===== config.mk =====
export PLATFORM = sky130hd
export DESIGN_NAME = hazard_ctrl_flat
export DESIGN_NICKNAME = d
export VERILOG_FILES = /design/src/rtl/hazard_ctrl_pkg.sv /design/src/rtl/hazard_ctrl_if.sv /design/src/rtl/hazard_ctrl_fwd_unit.sv /design/src/rtl/hazard_ctrl.sv /design/src/flat_wrapper.sv
export SDC_FILE = /design/constraint.sdc
export NUM_CORES = 1
export LEC_CHECK = 0
export CORE_MARGIN = 8
export CORE_UTILIZATION = 50
export CTS_CLUSTER_DIAMETER = 50
export CTS_CLUSTER_SIZE = 8
export DETAILED_ROUTE_END_ITERATION = 7
export GPL_TIMING_DRIVEN = 0
export PLACE_DENSITY = 0.8
export SLEW_MARGIN = 0
export SYNTH_ARGS = -nofsm -noshare
export SYNTH_HDL_FRONTEND = slang
export SYNTH_SLANG_ARGS = --single-unit

===== constraint.sdc =====
create_clock -name clk -period 3.1 [get_ports clk]
set_input_delay 0.31 -clock clk [delete_from_list [all_inputs] [get_ports clk]]
set_output_delay 0.31 -clock clk [all_outputs]
set_load 0.005 [all_outputs]

===== src/rtl/hazard_ctrl_pkg.sv =====
// Shared types for the pipeline hazard controller:
// forwarding selects, FSM states, stage-control bundle.
package hazard_ctrl_pkg;

  typedef enum logic [1:0] {
    FWD_REG   = 2'd0,
    FWD_EXMEM = 2'd1,
    FWD_MEMWB = 2'd2
  } fwd_sel_e;

  typedef enum logic [1:0] {
    RUN,
    MEM_WAIT,
    ERROR
  } hctl_state_e;

  typedef struct packed {
    logic pc_en;
    logic if_id_en;
    logic id_ex_en;
    logic ex_mem_en;
    logic if_id_flush;
    logic id_ex_flush;
    logic mem_wb_flush;
  } stage_ctl_t;

  localparam stage_ctl_t CTL_RUN    = 7'b1111_000;
  localparam stage_ctl_t CTL_FREEZE = 7'b0000_001;
  localparam stage_ctl_t CTL_SQUASH = 7'b1111_110;
  localparam stage_ctl_t CTL_BUBBLE = 7'b0011_010;
  localparam stage_ctl_t CTL_RST    = 7'b0000_111;

endpackage


===== src/rtl/hazard_ctrl_if.sv =====
// Pipeline <-> hazard controller bundle: stage
// register/hazard info in, stage controls out.
interface hazard_ctrl_if #(
  parameter int CNT_W = 32
);
  logic [4:0] id_rs1;
  logic [4:0] id_rs2;
  logic       id_use_rs1;
  logic       id_use_rs2;
  logic [4:0] ex_rd;
  logic       ex_regwen;
  logic       ex_is_load;
  logic [4:0] ex_rs1;
  logic [4:0] ex_rs2;
  logic       ex_redirect;
  logic [4:0] mem_rd;
  logic       mem_regwen;
  logic       mem_is_load;
  logic       mem_req;
  logic       dmem_ready;
  logic [4:0] wb_rd;
  logic       wb_regwen;

  logic       pc_en;
  logic       if_id_en;
  logic       id_ex_en;
  logic       ex_mem_en;
  logic       if_id_flush;
  logic       id_ex_flush;
  logic       mem_wb_flush;
  logic [1:0] fwd_a;
  logic [1:0] fwd_b;
  logic       mem_err;
  logic [CNT_W-1:0] stall_cnt;
  logic [CNT_W-1:0] flush_cnt;

  modport master (
    output id_rs1, id_rs2, id_use_rs1, id_use_rs2,
    output ex_rd, ex_regwen, ex_is_load,
    output ex_rs1, ex_rs2, ex_redirect,
    output mem_rd, mem_regwen, mem_is_load,
    output mem_req, dmem_ready, wb_rd, wb_regwen,
    input  pc_en, if_id_en, id_ex_en, ex_mem_en,
    input  if_id_flush, id_ex_flush, mem_wb_flush,
    input  fwd_a, fwd_b, mem_err,
    input  stall_cnt, flush_cnt
  );

  modport slave (
    input  id_rs1, id_rs2, id_use_rs1, id_use_rs2,
    input  ex_rd, ex_regwen, ex_is_load,
    input  ex_rs1, ex_rs2, ex_redirect,
    input  mem_rd, mem_regwen, mem_is_load,
    input  mem_req, dmem_ready, wb_rd, wb_regwen,
    output pc_en, if_id_en, id_ex_en, ex_mem_en,
    output if_id_flush, id_ex_flush, mem_wb_flush,
    output fwd_a, fwd_b, mem_err,
    output stall_cnt, flush_cnt
  );

endinterface


===== src/rtl/hazard_ctrl_fwd_unit.sv =====
// EX operand forwarding select for one source reg.
// EX/MEM wins over MEM/WB; x0 is never forwarded.
module fwd_unit
  import hazard_ctrl_pkg::*;
(
  input  logic [4:0] ex_rs_i,
  input  logic [4:0] mem_rd_i,
  input  logic       mem_regwen_i,
  input  logic       mem_is_load_i,
  input  logic [4:0] wb_rd_i,
  input  logic       wb_regwen_i,
  output fwd_sel_e   sel_o
);

  logic hit_mem;
  logic hit_wb;

  // Load data is not ready in EX/MEM; it comes via MEM/WB.
  assign hit_mem = mem_regwen_i && (mem_rd_i != 5'd0)
                && !mem_is_load_i
                && (mem_rd_i == ex_rs_i);
  assign hit_wb  = wb_regwen_i && (wb_rd_i != 5'd0)
                && (wb_rd_i == ex_rs_i);

  always_comb begin
    sel_o = FWD_REG;
    if (hit_mem)     sel_o = FWD_EXMEM;
    else if (hit_wb) sel_o = FWD_MEMWB;
  end

endmodule


===== src/rtl/hazard_ctrl.sv =====
// 5-stage pipe controller: load-use stall, redirect
// squash, dmem freeze with watchdog, perf counters.
module hazard_ctrl
  import hazard_ctrl_pkg::*;
#(
  parameter int MEM_TIMEOUT = 64,
  parameter int CNT_W       = 32
) (
  input logic         clk,
  input logic         rst,
  hazard_ctrl_if.slave bus
);

  hctl_state_e      state_q, state_d;
  logic [31:0]      wait_q, wait_d;
  logic [CNT_W-1:0] stall_q, stall_d;
  logic [CNT_W-1:0] flush_q, flush_d;
  logic             stall_inc, flush_inc;
  logic             load_use, freeze;
  stage_ctl_t       ctl;
  fwd_sel_e         sel_a, sel_b;

  assign freeze   = bus.mem_req && !bus.dmem_ready;
  assign load_use = bus.ex_is_load && bus.ex_regwen
                 && (bus.ex_rd != 5'd0)
                 && ((bus.id_use_rs1 && bus.id_rs1 == bus.ex_rd)
                  || (bus.id_use_rs2 && bus.id_rs2 == bus.ex_rd));

  always_comb begin
    state_d   = state_q;
    wait_d    = wait_q;
    ctl       = CTL_RUN;
    stall_inc = 1'b0;
    flush_inc = 1'b0;
    unique case (state_q)
      RUN: begin
        if (freeze) begin
          ctl       = CTL_FREEZE;
          stall_inc = 1'b1;
          state_d   = MEM_WAIT;
        end else if (bus.ex_redirect) begin
          ctl       = CTL_SQUASH;
          flush_inc = 1'b1;
        end else if (load_use) begin
          ctl       = CTL_BUBBLE;
          stall_inc = 1'b1;
        end
      end
      MEM_WAIT: begin
        if (bus.dmem_ready) begin
          state_d = RUN;
          wait_d  = '0;
        end else begin
          ctl       = CTL_FREEZE;
          stall_inc = 1'b1;
          wait_d    = wait_q + 32'd1;
          if (MEM_TIMEOUT != 0
              && wait_q == 32'(MEM_TIMEOUT - 1))
            state_d = ERROR;
        end
      end
      ERROR: ctl = CTL_FREEZE;
      default: state_d = RUN;
    endcase
    if (rst) ctl = CTL_RST;
  end

  // Saturating perf counters.
  always_comb begin
    stall_d = stall_q;
    flush_d = flush_q;
    if (stall_inc && stall_q != '1)
      stall_d = stall_q + 1'b1;
    if (flush_inc && flush_q != '1)
      flush_d = flush_q + 1'b1;
  end

  always_ff @(posedge clk) begin
    if (rst) begin
      state_q <= RUN;
      wait_q  <= '0;
      stall_q <= '0;
      flush_q <= '0;
    end else begin
      state_q <= state_d;
      wait_q  <= wait_d;
      stall_q <= stall_d;
      flush_q <= flush_d;
    end
  end

  fwd_unit u_fwd_a (
    .ex_rs_i      (bus.ex_rs1),
    .mem_rd_i     (bus.mem_rd),
    .mem_regwen_i (bus.mem_regwen),
    .mem_is_load_i(bus.mem_is_load),
    .wb_rd_i      (bus.wb_rd),
    .wb_regwen_i  (bus.wb_regwen),
    .sel_o        (sel_a)
  );

  fwd_unit u_fwd_b (
    .ex_rs_i      (bus.ex_rs2),
    .mem_rd_i     (bus.mem_rd),
    .mem_regwen_i (bus.mem_regwen),
    .mem_is_load_i(bus.mem_is_load),
    .wb_rd_i      (bus.wb_rd),
    .wb_regwen_i  (bus.wb_regwen),
    .sel_o        (sel_b)
  );

  assign bus.pc_en        = ctl.pc_en;
  assign bus.if_id_en     = ctl.if_id_en;
  assign bus.id_ex_en     = ctl.id_ex_en;
  assign bus.ex_mem_en    = ctl.ex_mem_en;
  assign bus.if_id_flush  = ctl.if_id_flush;
  assign bus.id_ex_flush  = ctl.id_ex_flush;
  assign bus.mem_wb_flush = ctl.mem_wb_flush;
  assign bus.fwd_a        = sel_a;
  assign bus.fwd_b        = sel_b;
  assign bus.mem_err      = (state_q == ERROR);
  assign bus.stall_cnt    = stall_q;
  assign bus.flush_cnt    = flush_q;

endmodule


===== src/flat_wrapper.sv =====
// flat-port wrapper written by rule: the top's interface ports become plain ports
module hazard_ctrl_flat import hazard_ctrl_pkg::*;
#(
  parameter int MEM_TIMEOUT = 64,
  parameter int CNT_W       = 32
)
  (clk, rst, bus_id_rs1, bus_id_rs2, bus_id_use_rs1, bus_id_use_rs2, bus_ex_rd, bus_ex_regwen, bus_ex_is_load, bus_ex_rs1, bus_ex_rs2, bus_ex_redirect, bus_mem_rd, bus_mem_regwen, bus_mem_is_load, bus_mem_req, bus_dmem_ready, bus_wb_rd, bus_wb_regwen, bus_pc_en, bus_if_id_en, bus_id_ex_en, bus_ex_mem_en, bus_if_id_flush, bus_id_ex_flush, bus_mem_wb_flush, bus_fwd_a, bus_fwd_b, bus_mem_err, bus_stall_cnt, bus_flush_cnt);
  hazard_ctrl_if #(.CNT_W(CNT_W)) bus_i ();
  input logic clk;
  input logic rst;
  input wire logic [$bits(bus_i.id_rs1)-1:0] bus_id_rs1;
  input wire logic [$bits(bus_i.id_rs2)-1:0] bus_id_rs2;
  input wire logic [$bits(bus_i.id_use_rs1)-1:0] bus_id_use_rs1;
  input wire logic [$bits(bus_i.id_use_rs2)-1:0] bus_id_use_rs2;
  input wire logic [$bits(bus_i.ex_rd)-1:0] bus_ex_rd;
  input wire logic [$bits(bus_i.ex_regwen)-1:0] bus_ex_regwen;
  input wire logic [$bits(bus_i.ex_is_load)-1:0] bus_ex_is_load;
  input wire logic [$bits(bus_i.ex_rs1)-1:0] bus_ex_rs1;
  input wire logic [$bits(bus_i.ex_rs2)-1:0] bus_ex_rs2;
  input wire logic [$bits(bus_i.ex_redirect)-1:0] bus_ex_redirect;
  input wire logic [$bits(bus_i.mem_rd)-1:0] bus_mem_rd;
  input wire logic [$bits(bus_i.mem_regwen)-1:0] bus_mem_regwen;
  input wire logic [$bits(bus_i.mem_is_load)-1:0] bus_mem_is_load;
  input wire logic [$bits(bus_i.mem_req)-1:0] bus_mem_req;
  input wire logic [$bits(bus_i.dmem_ready)-1:0] bus_dmem_ready;
  input wire logic [$bits(bus_i.wb_rd)-1:0] bus_wb_rd;
  input wire logic [$bits(bus_i.wb_regwen)-1:0] bus_wb_regwen;
  output wire logic [$bits(bus_i.pc_en)-1:0] bus_pc_en;
  output wire logic [$bits(bus_i.if_id_en)-1:0] bus_if_id_en;
  output wire logic [$bits(bus_i.id_ex_en)-1:0] bus_id_ex_en;
  output wire logic [$bits(bus_i.ex_mem_en)-1:0] bus_ex_mem_en;
  output wire logic [$bits(bus_i.if_id_flush)-1:0] bus_if_id_flush;
  output wire logic [$bits(bus_i.id_ex_flush)-1:0] bus_id_ex_flush;
  output wire logic [$bits(bus_i.mem_wb_flush)-1:0] bus_mem_wb_flush;
  output wire logic [$bits(bus_i.fwd_a)-1:0] bus_fwd_a;
  output wire logic [$bits(bus_i.fwd_b)-1:0] bus_fwd_b;
  output wire logic [$bits(bus_i.mem_err)-1:0] bus_mem_err;
  output wire logic [$bits(bus_i.stall_cnt)-1:0] bus_stall_cnt;
  output wire logic [$bits(bus_i.flush_cnt)-1:0] bus_flush_cnt;
  assign bus_i.id_rs1 = bus_id_rs1;
  assign bus_i.id_rs2 = bus_id_rs2;
  assign bus_i.id_use_rs1 = bus_id_use_rs1;
  assign bus_i.id_use_rs2 = bus_id_use_rs2;
  assign bus_i.ex_rd = bus_ex_rd;
  assign bus_i.ex_regwen = bus_ex_regwen;
  assign bus_i.ex_is_load = bus_ex_is_load;
  assign bus_i.ex_rs1 = bus_ex_rs1;
  assign bus_i.ex_rs2 = bus_ex_rs2;
  assign bus_i.ex_redirect = bus_ex_redirect;
  assign bus_i.mem_rd = bus_mem_rd;
  assign bus_i.mem_regwen = bus_mem_regwen;
  assign bus_i.mem_is_load = bus_mem_is_load;
  assign bus_i.mem_req = bus_mem_req;
  assign bus_i.dmem_ready = bus_dmem_ready;
  assign bus_i.wb_rd = bus_wb_rd;
  assign bus_i.wb_regwen = bus_wb_regwen;
  assign bus_pc_en = bus_i.pc_en;
  assign bus_if_id_en = bus_i.if_id_en;
  assign bus_id_ex_en = bus_i.id_ex_en;
  assign bus_ex_mem_en = bus_i.ex_mem_en;
  assign bus_if_id_flush = bus_i.if_id_flush;
  assign bus_id_ex_flush = bus_i.id_ex_flush;
  assign bus_mem_wb_flush = bus_i.mem_wb_flush;
  assign bus_fwd_a = bus_i.fwd_a;
  assign bus_fwd_b = bus_i.fwd_b;
  assign bus_mem_err = bus_i.mem_err;
  assign bus_stall_cnt = bus_i.stall_cnt;
  assign bus_flush_cnt = bus_i.flush_cnt;
  hazard_ctrl #(.MEM_TIMEOUT(MEM_TIMEOUT), .CNT_W(CNT_W)) u_core (.clk(clk), .rst(rst), .bus(bus_i));
endmodule

Word level (Yosys, flattened, before mapping)
Index checks and enable logic that the tools add are counted.
W data, S select, Z words.

cells by class
  equal/unequal tests = 13
  multipliers = 0
  $lt $le $gt $ge = 0
  reductions and logical operators = 23
  bitwise logic cells = 1
  shift-type cells = 0
  div/mod/pow operators = 0
  add/subtract/negate cells = 3
  muxes and demuxes = 23

operators with widths
  kind                     number
  $add A32 B1 Y32 const B  3
  $ne A32 B32 Y1 const B   2
  $mux W7                  5
  $eq A32 B6 Y1 const B    1
  $mux W32                 1
  $eq A5 B5 Y1             6
  $pmux W7 S3              1
  $logic_and A1 B1 Y1      15
  $reduce_bool A5 Y1       3
  $mux W2                  7
  $mux W1                  7
  $pmux W2 S3              1
  $ne A3 B2 Y1 const B     1
  $reduce_and A3 Y1        1
  $eq A2 B1 Y1 const B     1
  $eq A2 B2 Y1 const B     1
  $logic_not A1 Y1         2
  $logic_not A2 Y1         1
  $ne A2 B1 Y1 const B     1
  $pmux W1 S2              1
  $logic_or A1 B1 Y1       1
  $not A1 Y1               1

storage, ports and cells
  input port bits = 47
  bits in read-only memories = 0
  word-level logic and storage cells = 67
  output and inout port bits = 76
  memory bits (writable) = 0
  bits in latches = 0
  register bits after elaboration = 98
  memories kept = 0

Logic depth before layout (Yosys ltp)
Gate-level depths: netlist (run 1).

  word-level depth = 9
  mapped depth = 10

Cells and area by module
A second synthesis (run 1) with hierarchy kept.

unflattened totals
  cells, all modules = 656
  area total of the unflattened synthesis = 5424.0 sq um

by module, submodules not included
  module       area an instance (sq um)  instances  cells each
  hazard_ctrl  5086.1                    1          612
  fwd_unit     168.9                     2          22

Worst setup path before layout (run 1)
Ideal clock, no wire load.

  path type = flip-flop to flip-flop
  start point = register u_core.stall_q[7], in the netlist u_core.bus.stall_cnt[7]
  end point = register u_core.stall_q[10], in the netlist u_core.bus.stall_cnt[10]
  library setup time = 0.123 ns
  path slack = 0.856 ns
  clock period less this slack = 2.244 ns
  path buffers = 2
  data arrival time = 2.121 ns
  stages on the path, launching flop included = 10
  path through = dfxtp_1 > nand4_2 > or3_1 > buf_6 > nor4_1 > a31oi_1 > o21ai_2 > buf_6 > nor3_1 > mux2_1

on the way
  cells in the longest elaborated chain, start to end = 2
  elaborated cells between the ends (all ways) = 3
  those cells by class = add/sub: 1; eq/ne: 1; reduce/logical: 1

ends and longest elaborated chain
  what                                                                     RTL line           source
  from (decl)                                                              hazard_ctrl.sv:16  logic [CNT_W-1:0] stall_q, stall_d;
  from (signal assigned)                                                   hazard_ctrl.sv:87  stall_q <= stall_d;
  parallel branches: the longest is 2 deep, another holds $add A32 B1 Y32  -

Several ways; the timed one is not identified.
A chain may end at the register's enable or synchronous reset.

Final worst setup path (run 1)
  start point = input bus_ex_rd[2]
  end point = output bus_pc_en

on the way
  cells in the longest elaborated chain, start to end = 9
  elaborated cells between the ends (all ways) = 13
  those cells by class = eq/ne: 2; mux: 5; reduce/logical: 6

ends and longest elaborated chain
  what                                           RTL line                              source
  from (decl)                                    flat_wrapper.sv:15                    input wire logic [$bits(bus_i.ex_rd)-1:0] bus_ex_rd;
  $eq A5 B5 Y1, on equally long branches         hazard_ctrl.sv:26, hazard_ctrl.sv:27
  $logic_and A1 B1 Y1, on equally long branches  hazard_ctrl.sv:26, hazard_ctrl.sv:27
  $logic_or A1 B1 Y1                             hazard_ctrl.sv:27                     || (bus.id_use_rs2 && bus.id_rs2 == bus.ex_rd));
  $logic_and A1 B1 Y1 *                          hazard_ctrl.sv:26                     && ((bus.id_use_rs1 && bus.id_rs1 == bus.ex_rd)
  $mux W7 *                                      hazard_ctrl.sv:44                     end else if (load_use) begin
  $mux W7 *                                      hazard_ctrl.sv:41                     end else if (bus.ex_redirect) begin
  $mux W7 *                                      hazard_ctrl.sv:37                     if (freeze) begin
  $pmux W7 S3 *                                  hazard_ctrl.sv:35                     unique case (state_q)
  $mux W7 *                                      hazard_ctrl.sv:65                     if (rst) ctl = CTL_RST;
  to (decl)                                      flat_wrapper.sv:28                    output wire logic [$bits(bus_i.pc_en)-1:0] bus_pc_en;

Every way passes the cells marked *; elsewhere a longest branch is shown, timed or not.

==> results of run 1 <==
==> stage by stage <==
step | power [W] | hold slack (ns) | setup slack (ns) | util [%]
CTS | 0.00229 | 0.493 | 0.109 | 65.8
global route | 0.00236 | 0.522 | 0.0358 | 65.9
finish | 0.00229 | 0.482 | 0.139 | 65.9
detailed placement | 0.00152 | 0.478 | 0.0962 | 64.0
floorplan | 0.00139 | 0.462 | 0.856 | -
global placement | 0.00151 | 0.475 | 0.128 | 64.0
==> metal layers <==
metal / wire length [µm] / GRT usage, % / share of wire, %
met1: 5950 / 23.9 / 42
met2: 7010 / 36.5 / 50
met3: 947 / 5.39 / 6.7
met4: 132 / 5.55 / 0.94
met5: 0 / 0 / 0
==> worst register-to-register path, delay by kind of cell (launching register included) <==
kind	cells	cell delay, ns
AND/OR/NAND/NOR	4	1.04
buffers and inverters	2	0.52
flip-flops	1	0.47
AO/OA/AOI/OAI	3	0.44
==> layout make-up <==
type	instances	area, µm²
Buffer	23	126
Clock buffer	9	124
Clock inverter	7	61.3
Fill cell	846	3460
Inverter	8	30.0
Multi-Input combinational cell	484	3000
Sequential cell	98	1960
Tap cell	136	170
Timing Repair Buffer	121	1210
==> flip-flops by register name, indices dropped and copies added, names as in the netlist <==
register	flops
u_core.bus.flush_cnt	32
u_core.bus.stall_cnt	32
u_core.state_q	2
u_core.wait_q	32
==> power by group through the flow <==
stage	combinational [W]	clock, W	sequential, W
floorplan	0.0000917	0	0.00130
finish	0.000218	0.000796	0.00127
detailed placement	0.000214	0	0.00130
CTS	0.000216	0.000804	0.00127
global placement	0.000210	0	0.00130
global route	0.000239	0.000847	0.00127
==> Yosys cell counts (4+ instances only) <==
| master | n | share of area, % |
|---|---|---|
| nand2b_1 | 5 | 0.61 |
| nand3_1 | 26 | 2.5 |
| xor2_1 | 55 | 9.4 |
| and3_1 | 9 | 1.1 |
| nor4_1 | 19 | 2.3 |
| or4_1 | 9 | 1.3 |
| buf_4 | 4 | 0.59 |
| nand4_1 | 20 | 2.5 |
| o21ai_0 | 28 | 2.7 |
| clkbuf_1 | 14 | 1.0 |
| or3_1 | 28 | 3.4 |
| o41ai_1 | 9 | 1.5 |
| dfxtp_1 | 98 | 38 |
| xnor2_1 | 26 | 4.5 |
| or4b_1 | 5 | 0.98 |
| nor3_1 | 11 | 1.1 |
| nand2_1 | 51 | 3.8 |
| a21oi_1 | 45 | 4.4 |
| nor2_1 | 77 | 5.7 |
| and4_1 | 9 | 1.5 |
| inv_1 | 8 | 0.59 |
| nor2b_1 | 5 | 0.61 |
==> cells by family (layout without fill, tap and decap cells) <==
family | Yosys count | count (layout) | synth area share (%)
compound gates | 97 | 97 | 11.1
xor+xnor | 81 | 81 | 13.9
fa+ha+maj | 3 | 3 | 0.736
buf+inv | 31 | 168 | 3.06
flops | 98 | 98 | 38.4
mux | 3 | 3 | 0.637
simple gates | 300 | 300 | 32.1
==> how the worst max path moves through the flow <==
stage	from	to	slack, ns	cells after the start
after global placement	bus_ex_rd[2]	u_core.bus.stall_cnt[16]	0.13	9
after floorplan	u_core.bus.stall_cnt[7]	u_core.bus.stall_cnt[10]	0.86	9
after CTS	bus_ex_rd[2]	bus_pc_en	0.11	9
after global routing	bus_ex_rd[2]	bus_pc_en	0.04	9
after detailed placement	bus_dmem_ready	u_core.bus.flush_cnt[27]	0.1	8
final	bus_ex_rd[2]	bus_pc_en	0.14	9
==> cell usage in the layout, fill, tap and decap left out, types with 8 or more instances in the layout <==
cell type        instances
clkdlybuf4s50_1        121
dfxtp_1                 98
nor2_1                  77
xor2_1                  55
nand2_1                 51
a21oi_1                 45
o21ai_0                 28
or3_1                   28
xnor2_1                 26
nand3_1                 26
nand4_1                 20
nor4_1                  17
clkbuf_1                14
nor3_1                  11
or4_1                    9
and4_1                   9
and3_1                   9
o41ai_1                  9
clkbuf_8                 9
inv_1                    8
==> flow_summary.rst, run 1 <==
.. list-table::
   :header-rows: 1

   * - Metric
     - Value
   * - Result of the run
     - complete, no violations
   * - Switching share of power
     - 26.4%
   * - Num CTS Buffers
     - 9
   * - Number of standard cells in the layout, taps in and fillers out
     - 886
   * - Iteration count of the initial detailed-routing pass
     - 5
   * - Number of global-route vias before repair
     - 4898
   * - Average footprint of a synthesized cell
     - 8.33 µm²
   * - Die area
     - 13700 µm²
   * - Clock sink count
     - 98
   * - WHS Path Cells
     - 3
   * - Final sum of negative setup slack
     - 0 ns
   * - Die width
     - 117 µm
   * - Core area
     - 10100 µm²
   * - Clock skew after layout
     - 0.0103 ns
   * - Area post-placement
     - 6480 µm²
   * - Endpoint class of the critical path
     - primary output
   * - Top cell by count, worst path
     - clkdlybuf4s50_1
   * - Number of setup buffers added after CTS
     - 0
   * - Total net switching power
     - 0.000604 W
   * - Count of flip-flops with a built-in enable after synthesis
     - 0
   * - Insertion delay of the later-clocked pin in the worst-skew pair
     - 0.36 ns
   * - Crit-path max cell delay
     - 0.48 ns
   * - Number of instances in the synthesized netlist
     - 613
   * - Worst Hold Class
     - input pin to register
   * - Relative contribution of combinational cells to total power
     - 9.5%
   * - Wire length of the first global-routing pass
     - 23000 µm
   * - WP buf/inv
     - 3
   * - Critical path required time
     - 2.79 ns
   * - Number of top-level design ports
     - 123
   * - Number of buffers inserted by port buffering
     - 121
   * - Worst Path Max Fanout
     - 3
   * - Count of unique library cells instantiated by Yosys
     - 55
   * - Ratio of routed vias to standard cells
     - 5.65
   * - Post-route DRC violation count
     - 0
   * - Number of warnings printed during yosys synthesis
     - 0
   * - Predominant post-synthesis flop cell
     - dfxtp_1
   * - Total via count after detailed routing
     - 5008
   * - Power Dens Cells
     - 342 nW/µm²
   * - Rel. slew slack
     - 45.6%
   * - CTS tree
     - done
   * - Share of the cycle needed by the critical path after routing
     - 95.5%
   * - HPWL after DPL
     - 10600 µm
   * - Area overhead of the layout relative to synthesis
     - 30.9%
   * - Cell Rows
     - 37
   * - Initial core utilization
     - 50.3%
   * - Final Routed Wirelength
     - 14000 µm
   * - Minimum clock period
     - 2.96 ns
   * - CP top delay family
     - buffers and inverters
   * - Final-report max-slew violation count
     - 0
   * - Worst flop-to-flop path endpoint
     - u_core.bus.stall_cnt[16]
   * - Number of antenna repair diodes
     - 0
   * - Type of element launching the critical path
     - input pin
   * - Longest Clk Path Bufs
     - 2
   * - Internal Power
     - 0.00168 W
   * - Count of cells along the worst register-to-register path
     - 9
   * - Endpoints failing hold
     - 0
   * - Flops & latches, synth
     - 98
   * - Initial antenna violation count
     - 0
   * - GRT Resource Usage Total
     - 20.5%
   * - Summed instance area of the synthesized netlist
     - 5100 µm²
   * - Launch point of the worst reg-to-reg path
     - u_core.bus.stall_cnt[8]
   * - Post-route cell area
     - 6680 µm²
   * - Crit-path slowest cell
     - clkdlybuf4s50_1
   * - Layout cell share with drive strength beyond 1
     - 5.87%
   * - P_leak
     - 2.17 nW
   * - Sequence of cells on the critical path
     - clkdlybuf4s50_1 > xor2_1 > nor4_2 > nand3_1 > a211o_1 > nor2_1 > a21oi_1 > buf_4 > clkdlybuf4s50_1
   * - Final setup vio count
     - 0
   * - Routability congestion estimate from global placement
     - 0.830
   * - Clock share of power
     - 34.8%
   * - Iteration-0 DRC count of the detailed router
     - 263
   * - Proportion of power drawn by flip-flops and latches
     - 55.7%
   * - Post-synthesis async set-or-reset flop share
     - 0%
   * - Wire length per cell after detailed routing
     - 15.8 µm
   * - Endpoint, Worst Hold
     - u_core.bus.stall_cnt[10]
   * - Clock Pin Slew Worst Setup and Hold Paths
     - 0.10 ns
   * - Number of routed nets with antenna violations
     - 0
   * - Vertical die dimension
     - 117 µm
   * - Worst-margin pin slew
     - 0.809 ns
   * - Worst setup path category
     - input pin to primary output
   * - Buffer cell driving the clock tree root
     - clkbuf_8
   * - Fmax achieved
     - 0.338 GHz
   * - H-tree depth
     - 3
   * - Worst R2R Setup Slack
     - 0.49 ns
   * - Cell total after placement
     - 870
   * - Number of nets in the final layout
     - 795
   * - Hold-fix buffer count after cts
     - 0
   * - Max-capacitance violation count
     - 0
   * - Hold path startpoint
     - rst
   * - Overflow left after global routing
     - 0
   * - Syn_nets
     - 663
   * - Arrival time of data at the critical path endpoint
     - 2.65 ns
   * - Peak ir drop on the vdd network
     - 0.196 mV
   * - Setup repair after global routing missed its margin
     - false
   * - Seq/Total Area, Yosys
     - 38.4%
   * - Post-cts sizing count
     - 0
   * - Largest net degree at the start of global routing
     - 19
Note: power is estimated with default switching activity, not from simulation.
==> run 2: changes to the inputs <==
Settings changed: SKIP_LAST_GASP from default to 1.
==> results of run 2 <==
No change in the layout: final DEF, timing and power equal those of run 1.
==> run 3: changes to the inputs <==
Settings changed: CTS_CLUSTER_SIZE 8 to 12.
==> results of run 3 <==
No change in the layout: final DEF, timing and power equal those of run 1.
